### src/rtl/adc_pkg.sv
// Shared constants for the ADC averaging filter.
//   DW     - default ADC sample width
//   LOG2N  - default log2 of the averaging window depth
//   SUM_W  - width of the running window sum (cannot overflow)
//   FILL/RUN - filter FSM state encodings
package adc_pkg;

    localparam int DW    = 11;
    localparam int LOG2N = 3;
    localparam int SUM_W = DW + LOG2N;

    localparam logic [0:0] FILL = 1'b0;
    localparam logic [0:0] RUN  = 1'b1;

endpackage

### src/rtl/tick_edge_det.sv
// Tick edge detector: registers a tick/strobe input and flags its rising edge.
//   clk    - clock
//   rst_n  - asynchronous active-low reset
//   tick   - level input (may stay high for several cycles)
//   tick_q - tick delayed by one cycle
//   rise   - combinational pulse, high in the first cycle tick is seen high
module tick_edge_det (
    input  logic clk,
    input  logic rst_n,
    input  logic tick,
    output logic tick_q,
    output logic rise
);

    always_ff @(posedge clk or negedge rst_n) begin
        if (!rst_n) begin
            tick_q <= 1'b0;
        end else begin
            tick_q <= tick;
        end
    end

    assign rise = tick & ~tick_q;

endmodule

### src/rtl/adc_avg_filter.sv
// Moving-average filter over the last N = 2**LOG2N accepted ADC samples.
//   clk        - clock, all state on rising edge
//   rst        - asynchronous active-low reset
//   din        - ADC sample, valid while din_tick is high
//   din_tick   - sample-ready level from the serial ADC receiver
//   en         - accept enable
//   clear      - synchronous window flush (wins over a same-cycle sample)
//   dout       - registered window average (sum >> LOG2N)
//   dout_valid - one-cycle pulse when dout is updated
//   full       - window holds N samples
//
// FSM states:
//   state | meaning
//   FILL  | fewer than N samples accepted since reset/clear, no output
//   RUN   | window full, every accept produces a new average
module adc_avg_filter #(
    parameter int DW    = adc_pkg::DW,
    parameter int LOG2N = adc_pkg::LOG2N
) (
    input  logic          clk,
    input  logic          rst,
    input  logic [DW-1:0] din,
    input  logic          din_tick,
    input  logic          en,
    input  logic          clear,
    output logic [DW-1:0] dout,
    output logic          dout_valid,
    output logic          full
);

    localparam int N  = 1 << LOG2N;
    localparam int SW = DW + LOG2N;

    logic               t_q;
    logic               tick_rise;
    logic               accept;
    logic               last_fill;
    logic               to_run;
    logic [0:0]         state_q;
    logic [LOG2N:0]     count_q;
    logic [LOG2N-1:0]   wr_ptr;
    logic [SW-1:0]      sum_q;
    logic [SW-1:0]      sum_next;
    logic [DW-1:0]      samples_q [N];
    logic               upd_q;

    tick_edge_det u_tick (
        .clk    (clk),
        .rst_n  (rst),
        .tick   (din_tick),
        .tick_q (t_q),
        .rise   (tick_rise)
    );

    assign accept    = tick_rise & en & ~clear;
    assign last_fill = (state_q == adc_pkg::FILL) && (count_q == (LOG2N+1)'(N - 1));
    // Accept that leaves the FSM in RUN, including the one completing the fill.
    assign to_run    = accept && ((state_q == adc_pkg::RUN) || last_fill);

    // Oldest sample leaves the window as the new one enters; buffer starts at
    // zero so the same expression also works while filling.
    assign sum_next  = sum_q + SW'(din) - SW'(samples_q[wr_ptr]);

    always_ff @(posedge clk or negedge rst) begin
        if (!rst) begin
            for (int i = 0; i < N; i++) begin
                samples_q[i] <= '0;
            end
        end else if (clear) begin
            for (int i = 0; i < N; i++) begin
                samples_q[i] <= '0;
            end
        end else if (accept) begin
            samples_q[wr_ptr] <= din;
        end
    end

    // wr_ptr wraps naturally since N is a power of two.
    always_ff @(posedge clk or negedge rst) begin
        if (!rst) begin
            sum_q   <= '0;
            wr_ptr  <= '0;
            count_q <= '0;
            state_q <= adc_pkg::FILL;
        end else if (clear) begin
            sum_q   <= '0;
            wr_ptr  <= '0;
            count_q <= '0;
            state_q <= adc_pkg::FILL;
        end else if (accept) begin
            sum_q  <= sum_next;
            wr_ptr <= wr_ptr + 1'b1;
            if (state_q == adc_pkg::FILL) begin
                count_q <= count_q + 1'b1;
                if (last_fill) begin
                    state_q <= adc_pkg::RUN;
                end
            end
        end
    end

    // Output stage: the average is taken one cycle after the accept, from the
    // already-updated sum. clear does not cancel an average already in flight.
    always_ff @(posedge clk or negedge rst) begin
        if (!rst) begin
            upd_q      <= 1'b0;
            dout       <= '0;
            dout_valid <= 1'b0;
        end else begin
            upd_q      <= to_run;
            dout_valid <= upd_q;
            if (upd_q) begin
                dout <= sum_q[SW-1:LOG2N];
            end
        end
    end

    assign full = (state_q == adc_pkg::RUN);

endmodule

### config.mk
export PLATFORM = sky130hd
export DESIGN_NAME = adc_avg_filter
export DESIGN_NICKNAME = d
export VERILOG_FILES = /design/src/rtl/adc_pkg.sv /design/src/rtl/tick_edge_det.sv /design/src/rtl/adc_avg_filter.sv
export SDC_FILE = /design/constraint.sdc
export NUM_CORES = 1
export LEC_CHECK = 0
export CORE_UTILIZATION = 31
export CTS_BUF_LIST = sky130_fd_sc_hd__clkbuf_4
export DETAILED_ROUTE_END_ITERATION = 7
export GPL_ROUTABILITY_DRIVEN = 0
export PLACE_DENSITY = 0.52
export SYNTH_ARGS = -nofsm -noshare
export SYNTH_HDL_FRONTEND = slang
export SYNTH_SLANG_ARGS = --single-unit
### constraint.sdc
create_clock -name clk -period 5.4 [get_ports clk]
set_clock_uncertainty 0.1 [all_clocks]
set_input_delay 1.08 -clock clk [delete_from_list [all_inputs] [get_ports clk]]
set_output_delay 1.08 -clock clk [all_outputs]
set_load 0.05 [all_outputs]
==> run metrics, run 1 <==
status finished, final reports clean; IO Port Bufs 28; final hold vios 0; worst r2r src wr_ptr[2]; DR vias/cell 5.05; Total Neg Setup Slack 0 ns; PostCTS Resize Cnt 0; crit path from wr_ptr[2]; Netlist Area Pre-Place 6730 sq um; EDFF count, synth 0; R2R Setup Slk 0.95 ns; initial antenna violation count 1; area leader, netlist dfrtp_1; f_max 0.225 GHz; Residual DRC 0; GRT Residual Overflow 0; required time worst endpoint 5.78 ns; clk sinks 124; commonest non-fill, non-tap cell in the layout nand2_1; DRT iter0 DRCs 427; Max Cap Violations 0; largest net degree at the start of global routing 59; Synth warnings 0; Hold Path Depth 1; Setup violations, final 0; vias in the first global route 5047; DIE WIDTH 149 um; hold path start dout[1]; P_leak 3.26 nW; share of cells above drive strength 1 11.5%; Fillers 2118; later-pin clock latency in the skew report 0.56 ns; Flop pwr share 47.7%; Worst-path clk slew 0.12 ns; Initial Utilization 31.8%; Max-slew headroom 35.6%; CP endpoint kind register; synthesized area per cell 9.28 sq um; Synth area leaders dfrtp_1, nand2_1, mux2i_1; RSZ-0062 raised after global routing false; CTS tree done; Reg2Reg Depth 11; Syn Inst Count 725; CP max FO 23; I/O pins 29; first-pass GRT wire length 29.3 mm; Synth cell types 56; crit share post-route 82.4%; total track usage 17.5%; Max VDD drop 115 uV; Hold Buf Count CTS 0; top cell type's share of synthesized area 46.1%; clock power share 35.1%; async set-reset flop share out of synthesis 100%; Final ANT Viol Nets 0; Sw Ratio 30.4%; placed cell area 7240 sq um; Gate power share 17.3%; CP Data Arrival Time 4.83 ns; Hold Path End dout[1]; Final nets 777; Cell Int Power 1.39 mW; post-synth net total 768; Final Cell Area 7540 sq um; Max Buffers Root-to-Sink 2; Slew Limit Fails 0; Tmin final 4.45 ns; number of synthesized register bits 124; delay-heaviest family, CP compound AO/OA/AOI/OAI gates; via count 5165; cell-by-cell trace of the critical path nor2_1 -> a221oi_1 -> o22ai_1 -> fa_1 -> inv_1 -> fa_1 -> a21o_1 -> a221oi_4 -> nor2_1 -> or4_1 -> nand3_1; CP Buf/Inv Count 1; Post CTS Setup Buffer Count 0; per-cell routed wire length 17.7 um; PwrDens 265 nW/um^2; Worst-Margin Slew 0.963 ns; DP HPWL 11.8 mm; capturing point of the worst reg2reg path sum_q[12]; type of the worst setup path reg2reg; ys flop type dfrtp_1; total chip power 2.00 mW; CP max-delay cell dfrtp_1; Psw 0.608 mW; core area 21200 sq um; total die area 22300 sq um; Die Span Y 149 um; commonest cells after routing, fill and taps aside nand2_1, dfrtp_1, nor2_1; # H-tree levels 4; CTS buffer count 17; area growth from synthesis to layout 12.1%; DR pass1 iterations 5; Worst path max stage delay 0.95 ns; sequential share of the synthesized area 46.1%; Row Count 53; startpoint types register; Hold/Removal Path Class reg2reg; Root Buffer clkbuf_4; total wire length 18.1 mm
cell families (layout without fill, tap and decap cells):
family	after synthesis	count (layout)	synth area share [%]
AOI/OAI and AO/OA	137	137	12.6
xor gates and xnor gates	13	13	1.69
adders and majority gates	27	27	6.25
buffers and inverters	104	126	6.34
DFF	124	124	46.1
muxes	68	68	11.6
other	0	1	0
and+or+nand+nor	252	252	15.4
per-layer routing:
layer | wire length, um | global-route usage (%) | vias up
li1 | - | - | 2461
met1 | 8670 | 24.7 | 2541
met2 | 8280 | 26.8 | 144
met3 | 897 | 3.43 | 19
met4 | 273 | 5.36 | 0
met5 | 0 | 0 | -
cell type report:
cell class | instances | area (sq um) | area share (%)
clock buffer | 17 | 128 | 1.69
multi-input combinational | 497 | 3200 | 42.4
sequential | 124 | 3100 | 41.1
antenna | 1 | 2.50 | 0.0332
timing repair buffer | 44 | 408 | 5.41
inverter | 50 | 188 | 2.49
tap | 275 | 344 | 4.56
clock inverter | 15 | 171 | 2.27
power by group through the flow:
stage               logic, mW  registers [mW]  clock network (mW)
floorplan               0.248           0.969                   0
finish                  0.345           0.952               0.700
global route            0.388           0.954               0.756
detailed placement      0.345           0.970                   0
global placement        0.346           0.970                   0
CTS                     0.346           0.952               0.720
how the worst max path moves through the flow:
stage,to,cells past startpoint,slack (ns)
CTS,sum_q[12],11,0.98
detailed placement,sum_q[12],10,0.94
floorplan,sum_q[12],13,1.53
finish,sum_q[12],11,0.95
global route,sum_q[13],13,0.65
global placement,sum_q[12],10,0.98
metrics by stage:
step | setup WS, ns | hold WS (ns) | cells | util, %
after detailed placement | 0.944 | 0.401 | 990 | 34.2
after CTS | 0.976 | 0.413 | 1022 | 35.6
final | 0.951 | 0.420 | 1023 | 35.7
after global routing | 0.648 | 0.436 | 1023 | 35.7
after global placement | 0.985 | 0.394 | 990 | 34.2
after floorplan | 1.53 | 0.280 | 725 | -
cells in the mapped netlist (7+ instances only):
master and instances:
clkbuf_1 34, mux2_2 21, xnor2_1 7, mux2i_1 40, inv_1 50, o21ai_0 10
fa_1 11, a21oi_1 78, a221oi_1 11, buf_2 12, ha_1 16, nor2_1 85
dfrtp_1 124, nand3_1 8, nand2_1 133
worst reg2reg max path: cells and delay by family, from the launching register on:
| kind | cells | cell delay [ns] |
|---|---|---|
| AO/OA/AOI/OAI | 4 | 1.18 |
| adder cells (fa/ha/maj) | 2 | 1.01 |
| flip-flops | 1 | 0.95 |
| buffers and inverters | 1 | 0.07 |
| AND/OR/NAND/NOR | 4 | 1.08 |
registers in the layout, summed over array words and instances, names as in the netlist:
| name | flops |
|---|---|
| full | 1 |
| upd_q | 1 |
| dout | 11 |
| sum_q | 14 |
| count_q | 4 |
| samples_q | 88 |
| dout_valid | 1 |
| u_tick.tick_q | 1 |
| wr_ptr | 3 |
(Power assumes the default switching activity.)
==> run 2: changes to the inputs <==
Settings changed: PLACE_DENSITY 0.52 to 0.54.
Clock period 5.4 ns to 3.8 ns, I/O delays scaled along.
==> run 2 against run 1 <==
  * Wire length up 2.1%
  * Clock power grew 20%
  * Die area is the same
  * Register-to-register slack got worse by 0.81 ns
  * Non-clock buffer count increased by 61
  * Cell count rose by 5.9%
  * Sequential power rose by 43%
  * Sequential cell count did not move
  * Cell area increased by 8.2%
  * Critical endpoint is now sum_q[13]
==> run metrics, run 2 (synthesized netlist as in run 1, its figures left out) <==
first-pass GRT wire length 29.9 mm; share of cells above drive strength 1 21.2%; CTS buffer count 17; # H-tree levels 4; DIE WIDTH 149 um; final hold vios 0; via count 5330; worst r2r src wr_ptr[0]; DR vias/cell 4.92; Slew Limit Fails 0; area growth from synthesis to layout 21.3%; I/O pins 29; Max-slew headroom 44.6%; crit share post-route 96.3%; total wire length 18.5 mm; type of the worst setup path reg2reg; crit path from wr_ptr[0]; Root Buffer clkbuf_4; Max Buffers Root-to-Sink 2; R2R Setup Slk 0.14 ns; GRT Residual Overflow 0; CTS tree done; Final nets 838; status finished, final reports clean; clk sinks 124; startpoint types register; f_max 0.273 GHz; vias in the first global route 5318; total die area 22300 sq um; CP endpoint kind register; IO Port Bufs 28; Max Cap Violations 0; Residual DRC 0; commonest non-fill, non-tap cell in the layout nand2_1; RSZ-0062 raised after global routing true; Most flops, register samples_q; Max VDD drop 159 uV; CP max FO 8; Reg2Reg Depth 13; Largest register FFs 88; Total Neg Setup Slack 0 ns; DRT iter0 DRCs 342; Final ANT Viol Nets 0; Final Cell Area 8160 sq um; Worst-Margin Slew 0.831 ns; DR pass1 iterations 4; commonest cells after routing, fill and taps aside nand2_1, dfrtp_1, nor2_1; initial antenna violation count 1; required time worst endpoint 4.16 ns; core area 21200 sq um; Initial Utilization 31.8%; DP HPWL 12.7 mm; Tmin final 3.66 ns; largest net degree at the start of global routing 72; capturing point of the worst reg2reg path sum_q[13]; CP Data Arrival Time 4.02 ns; Die Span Y 149 um; Setup violations, final 0; Fillers 2115; total track usage 17.9%; PwrDens 345 nW/um^2; per-cell routed wire length 17.1 um; Largest regs samples_q: 88 flops, sum_q: 14 flops, dout: 11 flops; Worst-path clk slew 0.11 ns; later-pin clock latency in the skew report 0.57 ns; P_leak 3.58 nW; Hold/Removal Path Class reg2reg; CP endpoint sum_q[13]; Row Count 53; placed cell area 7720 sq um
-- run 2: per-stage QoR --
stage | util, % | power, mW | cells | hold slack, ns | setup WS [ns]
after global placement | 36.5 | 1.97 | 1049 | 0.391 | -0.137
after CTS | 37.7 | 2.82 | 1081 | 0.412 | 0.0113
final | 38.6 | 2.82 | 1083 | 0.420 | 0.140
after floorplan | - | 1.73 | 725 | 0.280 | 0.0486
after global routing | 38.6 | 2.98 | 1083 | 0.424 | -0.0269
after detailed placement | 36.5 | 1.97 | 1049 | 0.399 | -0.126
-- run 2: worst min path at each step --
stage / end / startpoint / cells past startpoint / slack (ns)
4_1_cts: dout[8] / rst / 2 / 0.41
2_1_floorplan: dout_valid / upd_q / 0 / 0.28
6_report: dout[5] / dout[5] / 1 / 0.42
5_1_grt: dout[8] / rst / 2 / 0.42
3_3_place_gp: dout[5] / dout[5] / 1 / 0.39
3_5_place_dp: dout[5] / dout[5] / 1 / 0.40
-- run 2: repair_timing --
action,4_1_cts,5_1_grt
hold buffers,1,0
pin swaps,0,11
hold endpoints to repair,5,0
resized for setup,1,35
endpoints found under the setup margin,4,8
setup buffers,0,1
-- run 2: layout make-up --
class / count / area [sq um] / area share (%)
clock inverters: 13 / 103 / 1.26
flip-flops and latches: 124 / 3110 / 38.1
clock buffers: 18 / 135 / 1.66
well taps: 275 / 344 / 4.22
inverters: 50 / 188 / 2.30
multi-input cells: 497 / 3360 / 41.2
repair buffers: 105 / 921 / 11.3
diodes: 1 / 2.50 / 0.0307
-- run 2: per-layer routing --
metal  track usage (%)  vias up  routed length (um)
met5                 0        -                   0
met2              26.8       99                8300
li1                  -     2582                   -
met4              6.79        0                 410
met3              3.61       26                 717
met1              25.3     2623                9080
-- run 2: critical path: stages (launching register included) --
cell,delay (ns)
dfrtp_2,0.52
buf_4,0.16
mux2_2,0.33
a221oi_2,0.29
o22ai_2,0.16
fa_1,0.50
inv_1,0.06
ha_4,0.16
a21o_2,0.21
a31o_2,0.23
o2111ai_2,0.24
a211oi_2,0.10
a31oi_1,0.17
mux2_1,0.34
-- run 2: report_power, final --
part / internal, mW / switching [mW]
sequential: 1.34 / 0.0168
clock: 0.319 / 0.524
combinational: 0.283 / 0.337
total: 1.94 / 0.878
